### src/rtl/elf_keypad.sv
// PS/2 key events to COSMAC ELF front-panel controls: hex toggle switches, IN button and
// LOAD/RUN/MP switch levels.
module elf_keypad #(
    parameter logic [15:0] IN_HOLD   = 16'd40000,
    parameter logic [7:0]  INIT_DATA = 8'h00
) (
    input  logic        clk_sys,
    input  logic        reset_n,
    input  logic [10:0] ps2_key,
    output logic [7:0]  sw_data,
    output logic        key_strobe,
    output logic        in_btn,
    output logic        sw_load,
    output logic        sw_run,
    output logic        sw_mp
);

    typedef enum logic [1:0] {StIdle, StPressed, StHold} in_state_e;

    in_state_e   state_q, state_d;
    logic [15:0] cnt_q, cnt_d, cnt_inc;
    logic        primed_q, primed_d;
    logic        toggle_q, toggle_d;
    logic [7:0]  data_q, data_d;
    logic        strobe_q, strobe_d;
    logic        load_q, load_d;
    logic        run_q, run_d;
    logic        mp_q, mp_d;

    logic        key_event;
    logic        key_press;
    logic        key_ext;
    logic [7:0]  code;
    logic        is_digit;
    logic [3:0]  digit;
    logic        enter_press;
    logic        enter_release;

    // primed_q suppresses whatever toggle level happens to be on the bus at reset release
    assign key_event     = primed_q && (ps2_key[10] != toggle_q);
    assign key_press     = ps2_key[9];
    assign key_ext       = ps2_key[8];
    assign code          = ps2_key[7:0];
    assign enter_press   = key_event && (code == 8'h5A) && key_press;
    assign enter_release = key_event && (code == 8'h5A) && !key_press;

    always_comb begin
        is_digit = 1'b1;
        digit    = 4'h0;
        case (code)
            8'h45:   digit = 4'h0;
            8'h16:   digit = 4'h1;
            8'h1E:   digit = 4'h2;
            8'h26:   digit = 4'h3;
            8'h25:   digit = 4'h4;
            8'h2E:   digit = 4'h5;
            8'h36:   digit = 4'h6;
            8'h3D:   digit = 4'h7;
            8'h3E:   digit = 4'h8;
            8'h46:   digit = 4'h9;
            8'h1C:   digit = 4'hA;
            8'h32:   digit = 4'hB;
            8'h21:   digit = 4'hC;
            8'h23:   digit = 4'hD;
            8'h24:   digit = 4'hE;
            8'h2B:   digit = 4'hF;
            default: is_digit = 1'b0;
        endcase
    end

    always_comb begin
        primed_d = 1'b1;
        toggle_d = ps2_key[10];
        data_d   = data_q;
        strobe_d = 1'b0;
        load_d   = load_q;
        run_d    = run_q;
        mp_d     = mp_q;
        if (key_event && key_press && !key_ext) begin
            if (is_digit) begin
                data_d   = {data_q[3:0], digit};
                strobe_d = 1'b1;
            end else begin
                case (code)
                    8'h66:   data_d = INIT_DATA;
                    8'h4B:   load_d = ~load_q;
                    8'h2D:   run_d  = ~run_q;
                    8'h3A:   mp_d   = ~mp_q;
                    default: ;
                endcase
            end
        end
    end

    always_ff @(posedge clk_sys or negedge reset_n) begin
        if (!reset_n) begin
            primed_q <= 1'b0;
            toggle_q <= 1'b0;
            data_q   <= INIT_DATA;
            strobe_q <= 1'b0;
            load_q   <= 1'b0;
            run_q    <= 1'b0;
            mp_q     <= 1'b0;
        end else begin
            primed_q <= primed_d;
            toggle_q <= toggle_d;
            data_q   <= data_d;
            strobe_q <= strobe_d;
            load_q   <= load_d;
            run_q    <= run_d;
            mp_q     <= mp_d;
        end
    end

    // IN button FSM: state register
    always_ff @(posedge clk_sys or negedge reset_n) begin
        if (!reset_n) begin
            state_q <= StIdle;
            cnt_q   <= '0;
        end else begin
            state_q <= state_d;
            cnt_q   <= cnt_d;
        end
    end

    assign cnt_inc = (cnt_q >= IN_HOLD) ? cnt_q : cnt_q + 16'd1;

    // cnt counts high cycles already spent; leaving at cnt_inc == IN_HOLD gives IN_HOLD cycles
    always_comb begin
        state_d = state_q;
        cnt_d   = cnt_q;
        case (state_q)
            StIdle: begin
                cnt_d = '0;
                if (enter_press) begin
                    state_d = StPressed;
                end
            end
            StPressed: begin
                cnt_d = cnt_inc;
                if (enter_release) begin
                    state_d = (cnt_inc >= IN_HOLD) ? StIdle : StHold;
                end
            end
            StHold: begin
                cnt_d = cnt_inc;
                if (enter_press) begin
                    state_d = StPressed;
                end else if (cnt_inc >= IN_HOLD) begin
                    state_d = StIdle;
                end
            end
            default: state_d = StIdle;
        endcase
    end

    always_comb begin
        in_btn = (state_q != StIdle);
    end

    assign sw_data    = data_q;
    assign key_strobe = strobe_q;
    assign sw_load    = load_q;
    assign sw_run     = run_q;
    assign sw_mp      = mp_q;

endmodule

### config.mk
export PLATFORM = sky130hd
export DESIGN_NAME = elf_keypad
export DESIGN_NICKNAME = d
export VERILOG_FILES = /design/src/rtl/elf_keypad.sv
export SDC_FILE = /design/constraint.sdc
export NUM_CORES = 1
export LEC_CHECK = 0
export CAP_MARGIN = 20
export CORE_MARGIN = 4
export CORE_UTILIZATION = 34
export CTS_CLUSTER_DIAMETER = 150
export DETAILED_ROUTE_END_ITERATION = 16
export GPL_TIMING_DRIVEN = 0
export HOLD_SLACK_MARGIN = 0.05
export PLACE_DENSITY_LB_ADDON = 0.08
export SLEW_MARGIN = 20
export SYNTH_ARGS = -nofsm -noshare
export SYNTH_HDL_FRONTEND = slang
export SYNTH_SLANG_ARGS = --single-unit
### constraint.sdc
create_clock -name clk_sys -period 4.09 [get_ports clk_sys]
set_clock_uncertainty 0.1 [all_clocks]
set_input_delay 0.818 -clock clk_sys [delete_from_list [all_inputs] [get_ports clk_sys]]
set_output_delay 0.818 -clock clk_sys [all_outputs]
set_load 0.01 [all_outputs]
# == Yosys cells after proc, flatten, opt, wreduce, memory -nomap -nowiden ==
# Cells that the tools add are included.
# word_totals
register_bits,32
inputBits,13
output_inout_bits,13
word_cells,76
# op_classes
addsub,1
n_lt_le_gt_ge,2
n_eq_ne,27
mux,14
n_bitwise,4
reduce_logical,19
# ops
op,count
8-bit by 6-bit == test with 1-bit output (second input constant),13
4-bit one-hot mux with 15 select lines,1
8-bit by 7-bit == test with 1-bit output (second input constant),5
16-bit greater-or-equal comparator (second input constant),2
16-bit one-hot mux with 2 select lines,1
8-bit by 5-bit == test with 1-bit output (second input constant),3
16-bit by 1-bit adder with 16-bit output (second input constant),1
16-bit 2-to-1 mux,1
8-bit 2-to-1 mux,2
16-bit OR reduction,1
3-bit AND reduction,4
2-bit 2-to-1 mux,5
1-bit logical AND,6
2-bit one-hot mux with 3 select lines,1
2-bit nonzero test,3
2-bit inequality test (second input constant),2
1-bit inverter,4
1-bit 2-to-1 mux,3
3-bit inequality test (second input constant),1
2-bit by 1-bit == test with 1-bit output (second input constant),1
2-bit == test (second input constant),1
1-bit logical NOT,2
2-bit logical NOT,1
2-bit AND reduction,1
2 further kinds,2

# == Depth between registers and ports, before layout ==
# Gate-level depths: netlist of run 1.
# logic_depth
ltp_word,6
mapped_depth,8
mapped_depth_nobuf,7

# == Worst setup path after synthesis of run 1 ==
# Ideal clock, no wire load.
# synth_timing
kind,input port to flip-flop
start,input ps2_key[6]
end,register data_q[0] (netlist: sw_data[0])
setup_time_ns,0.125
t_arrival_ns,2.386
slack_ns,1.480
path_stages,6
n_path_buf,1
cell_sequence,clkbuf_1 -> and3_1 -> o211ai_1 -> o211ai_1 -> o31ai_2 -> mux2_2
# synth_between
elab_chain_cells,5
word_cells_on_any_way,23
cone_classes,17 x eq/ne; 3 x mux; 3 x reduce/logical
# synth_lines
item,line,source
"start, declared",9,"input logic [10:0] ps2_key,"
"8-bit by 6-bit == test with 1-bit output, or another cell as far along",50,case (code)
16-bit OR reduction (no source line),n/a,
1-bit 2-to-1 mux,50,
2-bit nonzero test (no source line),n/a,
2-bit AND reduction (no source line),n/a,
"end signal, assigned",107,data_q <= data_d;
"end, declared",24,"logic [7:0] data_q, data_d;"
# Several ways; a longest one is shown, not always the timed one.
# A chain may end at the register's enable or synchronous reset.

# == Final worst setup path of run 1 ==
# layout_timing
start,input ps2_key[4]
end,register data_q[0] (netlist: sw_data[0])
# Same word-level chain as after synthesis.

==> results.sh, run 1 <==
export IMPL_switchingPower_w=0.000288
export IMPL_cts_tree="built"
export IMPL_synth_seq_cells=32
export IMPL_maxClockFrequency_ghz=0.314
export IMPL_yosysTopAreaCell="dfrtp_1"
export IMPL_core_area_sq_um=6350
export IMPL_place_ws_ps=602
export IMPL_root_buffer="clkbuf_8"
export IMPL_htree_levels=2
export IMPL_dpl_hpwl_mm=4.22
export IMPL_power_share_clock_pct=33.7
export IMPL_fp_dieH_um=89
export IMPL_clk_pin_slew_ps=70
export IMPL_drc=0
export IMPL_io_pins=26
export IMPL_synthCells=259
export IMPL_synth_edff_count=0
export IMPL_met1_length_mm=2.95
export IMPL_syn_to_final_growth_pct=20.5
export IMPL_finalNonFillerCells=368
export IMPL_wl_met3_um=329
export IMPL_fin_ws_ps=907
export IMPL_cts_resized=0
export IMPL_grt_pass1_wl_mm=9.74
export IMPL_p_seq_share_pct=38.9
export IMPL_ant_nets=0
export IMPL_die_w_um=89
export IMPL_yosys_top_cells_area="dfrtp_1 36%, o21ai_0 4.7%, nand2_1 4.4%, ha_1 3.4%, nor2_1 2.9%"
export IMPL_powerDensity_nw_per_um2=335
export IMPL_grt_pass1_vias=1912
export IMPL_period_share_pct=77.8
export IMPL_setup_viol=0
export IMPL_endpoint_kind="register"
export IMPL_power_internal_w=0.000612
export IMPL_place_gp_congestion=0.841
export IMPL_report_power_total_w=0.000900
export IMPL_worstPathMaxFanout=10
export IMPL_leakage_nw=1.14
export IMPL_rows=29
export IMPL_wl_per_cell_um=15.8
export IMPL_slew_violations=0
export IMPL_cts_buffers=5
export IMPL_firstDrtPassIters=4
export IMPL_yosysWarnings=0
export IMPL_relSlewSlack_pct=54.5
export IMPL_io_buffers=23
export IMPL_ctsHoldBuffers=0
export IMPL_rsz0062_at_grt="no"
export IMPL_antenna_found_initial=0
export IMPL_clk_latency_ps=280
export IMPL_yosysSeqAreaShare_pct=35.9
export IMPL_timing_rr_end="state_q[1]"
export IMPL_highest_layer="met4"
export IMPL_synth_top_area_share_pct=35.9
export IMPL_crit_type="input pin to register"
export IMPL_clock_sinks=32
export IMPL_n_antenna_cell=0
export IMPL_rrSetupSlack_ps=1560
export IMPL_status="completed"
export IMPL_p_sw_share_pct=32.0
export IMPL_vias_per_cell=5.53
export IMPL_finalHoldViolCount=0
export IMPL_ir_drop_uv=219
export IMPL_drive_gt1_share_pct=7.56
export IMPL_critPathRequiredTime_ps=4160
export IMPL_syn_nets=278
export IMPL_grt_remaining_overflow=0
export IMPL_drtIter0Drc=160
export IMPL_synth_avg_cell_area_sq_um=8.61
export IMPL_fin_tns_setup_ps=0
export IMPL_syn_area_sq_um=2230
export IMPL_synthFlopType="dfrtp_1"
export IMPL_placed_cells=360
export IMPL_fin_crit_ps=3180
export IMPL_hp_class="input pin to asynchronous set/reset pin"
export IMPL_finalNetCount=309
export IMPL_combPwrFrac_pct=27.4
export IMPL_postCtsSetupBuffers=0
export IMPL_timing_rr_start="cnt_q[10]"
export IMPL_grt_use_total_pct=15.8
export IMPL_route_vias_total=2036
export IMPL_cap_violations=0
export IMPL_async_reset_ff_share_pct=100
export IMPL_worst_r2r_path_depth=6
export IMPL_wl_met2_mm=2.48
export IMPL_tightest_slew_ps=679
export IMPL_grt_max_degree=24
export IMPL_synth_distinct_cells=55
export IMPL_start_kind="input pin"
export IMPL_die_area_sq_um=7920
export IMPL_arrival_ps=3250
export IMPL_start_util_pct=35.1
export IMPL_drt_total_wl_mm=5.83
export IMPL_cts_buffer_depth=2
[placed cells by master (no fill, tap or decap), types with 6 or more instances in the layout]
cell type,netlist,final
clkbuf_1,8,9
nand2_1,26,26
dfrtp_1,32,32
a22o_1,7,7
or3_1,9,9
o21ai_0,21,21
buf_2,5,6
ha_1,6,6
nor2_1,17,17
inv_1,9,9
nor3_1,8,8
nand3_1,10,10
a21oi_1,7,7
clkdlybuf4s50_1,0,22
[power groups by stage]
stage | registers, W | logic, W | clock network, W
3_5_place_dp | 0.000356 | 0.000247 | 0
6_report | 0.000350 | 0.000246 | 0.000304
4_1_cts | 0.000350 | 0.000249 | 0.000312
3_3_place_gp | 0.000356 | 0.000245 | 0
5_1_grt | 0.000353 | 0.000281 | 0.000324
2_1_floorplan | 0.000353 | 0.000166 | 0
[synthesized netlist by cell type, types with 3 or more instances]
cell type	count
nand4_1	5
dfrtp_1	32
a21oi_1	7
nand3_1	10
buf_2	5
o41ai_1	3
inv_1	9
nand2b_1	5
nor2b_1	3
clkbuf_1	8
nor2_1	17
o22ai_1	4
nand2_1	26
ha_1	6
or3_1	9
xor2_1	5
nand3b_1	3
a21o_1	5
a31oi_1	3
mux2_2	4
a22o_1	7
o211ai_1	3
and3_1	4
nand4b_1	4
o31ai_1	5
nor3b_1	3
o21ai_0	21
nor3_1	8
[stage by stage]
| stage | utilization, % | cell area (sq um) | hold WS, ps |
|---|---|---|---|
| global route | 42.3 | 2690 | 315 |
| finish | 42.3 | 2690 | 302 |
| floorplan | - | 2230 | 387 |
| CTS | 42.3 | 2690 | 309 |
| detailed placement | 40.6 | 2580 | 373 |
| global placement | 40.3 | 2560 | 364 |
[critical path, stage by stage]
cell,delay [ps]
clkdlybuf4s50_1,480
buf_1,260
nand2_1,150
nor3_1,50
o211ai_1,170
o211ai_1,230
o31ai_2,680
mux2_2,410
[layout make-up]
cell class	instances	area [sq um]
Fill cell	627	3660
Multi-Input combinational cell	203	1330
Sequential cell	32	801
Timing Repair Buffer	24	253
Tap cell	77	96.3
Clock buffer	6	72.6
Buffer	15	70.1
Clock inverter	2	35.0
Inverter	9	33.8
[layer usage]
| layer | vias to the layer above | track usage [%] |
|---|---|---|
| li1 | 1028 | - |
| met1 | 954 | 23.7 |
| met2 | 48 | 23.1 |
| met3 | 6 | 2.86 |
| met4 | 0 | 4.47 |
| met5 | - | 0 |
[state kept, by name (all words and copies together) (netlist names)]
register and count:
cnt_q 16, key_strobe 1, primed_q 1, state_q 2
sw_data 8, sw_load 1, sw_mp 1, sw_run 1
toggle_q 1
[logic make-up after synthesis]
kind of cell	share of synthesized area, %
flip-flops	35.9
AO/OA/AOI/OAI	24.8
multiplexers	2.02
other	0.168
buffers and inverters	4.65
adder cells (fa/ha/maj)	3.37
AND/OR/NAND/NOR	26.4
XOR/XNOR	2.75
[worst max path at each step]
stage,to,start,depth (start not counted)
global placement,sw_data[1],ps2_key[4],8
detailed placement,sw_data[0],ps2_key[4],8
CTS,sw_data[0],ps2_key[4],8
floorplan,sw_data[0],ps2_key[6],6
finish,sw_data[0],ps2_key[4],8
global route,sw_data[0],ps2_key[4],8
(Power assumes the default switching activity.)
==> run 2: changes to the inputs <==
- clock period: 4.09 -> 2.65 ns (I/O delays scaled with it)
==> results.sh, run 2 (same netlist as run 1, synthesis figures left out) <==
export IMPL_start_util_pct=35.1
export IMPL_firstDrtPassIters=4
export IMPL_antenna_found_initial=0
export IMPL_dpl_hpwl_mm=4.22
export IMPL_place_ws_ps=-550
export IMPL_largest_register_ff_count=16
export IMPL_grt_pass1_wl_mm=9.78
export IMPL_cts_buffer_depth=2
export IMPL_crit_type="input pin to register"
export IMPL_endpoint_kind="register"
export IMPL_rsz0062_at_grt="yes"
export IMPL_route_vias_total=2076
export IMPL_worstPathMaxFanout=6
export IMPL_cts_tree="built"
export IMPL_start_kind="input pin"
export IMPL_die_area_sq_um=7920
export IMPL_core_area_sq_um=6350
export IMPL_grt_remaining_overflow=0
export IMPL_n_antenna_cell=0
export IMPL_maxClockFrequency_ghz=0.388
export IMPL_top_register="cnt_q"
export IMPL_period_share_pct=97.4
export IMPL_die_w_um=89
export IMPL_arrival_ps=2700
export IMPL_clk_pin_slew_ps=70
export IMPL_wl_per_cell_um=16.0
export IMPL_root_buffer="clkbuf_8"
export IMPL_fin_ws_ps=70.1
export IMPL_whs_path_depth=1
export IMPL_clk_latency_ps=280
export IMPL_drt_total_wl_mm=5.94
export IMPL_io_buffers=23
export IMPL_place_gp_congestion=0.841
export IMPL_vias_per_cell=5.58
export IMPL_grt_max_degree=24
export IMPL_clock_sinks=32
export IMPL_ir_drop_uv=339
export IMPL_final_common_cell="dfrtp_1"
export IMPL_report_power_total_w=0.00140
export IMPL_powerDensity_nw_per_um2=507
export IMPL_io_pins=26
export IMPL_status="completed"
export IMPL_htree_levels=2
export IMPL_leakage_nw=1.19
export IMPL_relSlewSlack_pct=58.7
export IMPL_setup_viol=0
export IMPL_grt_use_total_pct=15.9
export IMPL_mostFrequentLayoutCells="32 x dfrtp_1, 26 x nand2_1, 20 x o21ai_0, 20 x clkdlybuf4s50_1, 17 x nor2_1"
export IMPL_cap_violations=0
export IMPL_ant_nets=0
export IMPL_cts_buffers=5
export IMPL_final_util_pct=43.4
export IMPL_rows=29
export IMPL_tightest_slew_ps=615
export IMPL_critPathRequiredTime_ps=2770
export IMPL_syn_to_final_growth_pct=23.6
export IMPL_hp_class="register to register"
export IMPL_drc=0
export IMPL_slew_violations=0
export IMPL_finalHoldViolCount=0
export IMPL_finalNetCount=313
export IMPL_drive_gt1_share_pct=9.49
export IMPL_worst_r2r_path_depth=6
export IMPL_grt_pass1_vias=1927
export IMPL_drtIter0Drc=148
export IMPL_fin_crit_ps=2580
export IMPL_fp_dieH_um=89
[run 2: worst paths after layout]
path                       slack [ps]    endpoint  startpoint
min in group asynchronous         550   cnt_q[11]     reset_n
setup reg to reg                  170  state_q[1]   cnt_q[10]
hold reg to reg                   380      sw_run      sw_run
hold / removal                    380      sw_run      sw_run
setup / recovery                   70  sw_data[7]  ps2_key[4]
max in group asynchronous        1500  sw_data[5]     reset_n
[run 2: stage by stage]
stage                     hold slack [ps]  setup TNS (ps)  cell area, sq um  cells
after floorplan                       134               0              2230    259
after global placement                364           -4000              2560    359
after detailed placement              332           -3880              2580    360
after CTS                             383               0              2710    369
after global routing                  391            -144              2760    372
final                                 380               0              2760    372
[run 2: what timing repair did]
action                                 4_1_cts  5_1_grt
gates resized for setup                      3       14
hold buffers                                 1        0
endpoints found under the hold margin        9        0
setup buffers                                0        3
pin swaps                                    1        3
setup endpoints to repair                   10       10
[run 2: final cells by class]
| type | instances | area (sq um) |
|---|---|---|
| clock inverter | 2 | 35.0 |
| multi-input combinational | 203 | 1340 |
| inverter | 9 | 33.8 |
| fill | 621 | 3590 |
| clock buffer | 6 | 72.6 |
| tap | 77 | 96.3 |
| sequential | 32 | 801 |
| buffer | 15 | 86.3 |
| timing repair buffer | 28 | 290 |
[run 2: power breakdown]
group          switching [W]  internal, W
registers          0.0000275     0.000513
clock network       0.000191     0.000279
logic               0.000230     0.000158
total               0.000449     0.000950
[run 2: worst max-delay path: stages]
cell             delay [ps]
clkdlybuf4s50_1         480
nand2b_1                240
or3_1                   380
o211ai_1                420
buf_4                   190
o21a_1                  270
a22o_1                  190
[run 2: per-layer routing]
metal  vias to the layer above  GRT usage (%)  routed length [um]
met1                       990           23.8                3000
met2                        43           23.3                2560
met4                         0           4.47                  65
li1                       1038              -                   -
met5                         -              0                   0
met3                         5           2.86                 305
==> run 3: changes to the inputs <==
- PLACE_DENSITY: unset -> 0.62
- PLACE_DENSITY_LB_ADDON: 0.08 -> unset
==> results.sh, run 3 (same netlist as run 1, synthesis figures left out) <==
export IMPL_status="completed"
export IMPL_io_pins=26
export IMPL_start_util_pct=35.1
export IMPL_place_gp_congestion=0.892
export IMPL_root_buffer="clkbuf_8"
export IMPL_leakage_nw=1.17
export IMPL_relSlewSlack_pct=63.3
export IMPL_drc=0
export IMPL_route_vias_total=2102
export IMPL_endpoint_kind="register"
export IMPL_crit_type="input pin to register"
export IMPL_maxClockFrequency_ghz=0.389
export IMPL_grt_pass1_vias=1946
export IMPL_rows=29
export IMPL_power_internal_w=0.000876
export IMPL_p_sw_share_pct=34.1
export IMPL_setup_viol=0
export IMPL_grt_use_total_pct=15.2
export IMPL_core_area_sq_um=6350
export IMPL_fin_ws_ps=81.2
export IMPL_endpoint="sw_data[0]"
export IMPL_period_share_pct=96.9
export IMPL_placed_cells=360
export IMPL_fin_crit_ps=2570
export IMPL_htree_levels=2
export IMPL_ant_nets=0
export IMPL_firstDrtPassIters=4
export IMPL_top_register="cnt_q"
export IMPL_critPathRequiredTime_ps=2720
export IMPL_grt_max_degree=31
export IMPL_rrSetupSlack_ps=250
export IMPL_grt_remaining_overflow=0
export IMPL_p_seq_share_pct=40.7
export IMPL_rsz0062_at_grt="yes"
export IMPL_syn_to_final_growth_pct=22.4
export IMPL_die_w_um=89
export IMPL_cts_tree="built"
export IMPL_combPwrFrac_pct=29.4
export IMPL_finalNetCount=315
export IMPL_io_buffers=23
export IMPL_dpl_hpwl_mm=3.96
export IMPL_worstPathMaxFanout=10
export IMPL_die_area_sq_um=7920
export IMPL_clock_sinks=32
export IMPL_slew_violations=0
export IMPL_vias_per_cell=5.62
export IMPL_grt_pass1_wl_mm=9.54
export IMPL_timing_rr_end="cnt_q[7]"
export IMPL_antenna_found_initial=0
export IMPL_cap_violations=0
export IMPL_ir_drop_uv=210
export IMPL_n_antenna_cell=0
export IMPL_fp_dieH_um=89
export IMPL_place_ws_ps=-564
export IMPL_finalHoldViolCount=0
export IMPL_drt_total_wl_mm=5.67
export IMPL_fillCellCount=629
export IMPL_crit_start="ps2_key[0]"
export IMPL_hold_worst_slack_ps=365
export IMPL_power_share_clock_pct=29.8
export IMPL_drtIter0Drc=139
export IMPL_worst_r2r_path_depth=8
export IMPL_final_common_cell="dfrtp_1"
export IMPL_wl_per_cell_um=15.2
export IMPL_largest_register_ff_count=16
export IMPL_clk_pin_slew_ps=70
export IMPL_arrival_ps=2640
export IMPL_finalNonFillerCells=374
export IMPL_tightest_slew_ps=551
export IMPL_clk_latency_ps=290
export IMPL_switchingPower_w=0.000452
export IMPL_cts_buffer_depth=2
export IMPL_mostFrequentLayoutCells="32 x dfrtp_1, 26 x nand2_1, 22 x clkdlybuf4s50_1, 20 x o21ai_0, 17 x nor2_1"
export IMPL_timing_rr_start="cnt_q[9]"
export IMPL_start_kind="input pin"
export IMPL_powerDensity_nw_per_um2=486
export IMPL_hp_class="register to register"
export IMPL_drive_gt1_share_pct=10.4
export IMPL_final_util_pct=43.0
export IMPL_cts_buffers=5
## run 3: routing by layer
metal	GRT usage, %	part of all wire (%)
met5	0	0
met4	4.47	0.60
met3	2.95	4.5
met2	23.1	47
met1	21.9	48
## run 3: worst min path at each step
stage | startpoint | end | slack (ps) | cells past startpoint
4_1_cts | sw_mp | sw_mp | 370 | 1
5_1_grt | sw_load | sw_load | 400 | 1
3_5_place_dp | reset_n | state_q[1] | 240 | 1
2_1_floorplan | reset_n | cnt_q[0] | 130 | 0
6_report | sw_run | sw_run | 370 | 1
3_3_place_gp | sw_load | sw_load | 360 | 1
## run 3: area by class of cell
| type | instances | area, sq um | area share (%) |
|---|---|---|---|
| clock inverters | 2 | 10.0 | 0.367 |
| repair buffers | 30 | 293 | 10.7 |
| well taps | 77 | 96.3 | 3.53 |
| multi-input cells | 203 | 1340 | 49.1 |
| flip-flops and latches | 32 | 801 | 29.3 |
| inverters | 9 | 33.8 | 1.24 |
| plain buffers | 15 | 72.6 | 2.66 |
| clock buffers | 6 | 82.6 | 3.02 |
## run 3: stage by stage
stage	area, sq um	TNS [ps]	power, W
floorplan	2230	0	0.000800
global placement	2560	-3810	0.000919
detailed placement	2570	-4050	0.000931
CTS	2690	0	0.00134
global route	2730	-134	0.00142
finish	2730	0	0.00133
## run 3: repair_timing
| item | 4_1_cts | 5_1_grt |
|---|---|---|
| hold buffers | 1 | 0 |
| resized for setup | 2 | 5 |
| cloned | 0 | 0 |
| pin swaps | 1 | 2 |
| endpoints found under the setup margin | 10 | 10 |
| buffers inserted | 1 | 4 |
| endpoints found under the hold margin | 2 | 0 |
## run 3: worst max-delay path: stages
cell and delay (ps):
clkdlybuf4s50_1 530, buf_2 240, nand2b_1 150, nor2_1 70
o211ai_1 110, o211ai_1 110, buf_4 170, o31ai_4 330
mux2_2 390
## run 3: power groups by stage
stage / registers (W) / clock network [W] / logic (W)
after floorplan: 0.000545 / 0 / 0.000255
after global placement: 0.000550 / 0 / 0.000369
after detailed placement: 0.000550 / 0 / 0.000381
after CTS: 0.000541 / 0.000412 / 0.000385
after global routing: 0.000544 / 0.000437 / 0.000436
final: 0.000541 / 0.000396 / 0.000391
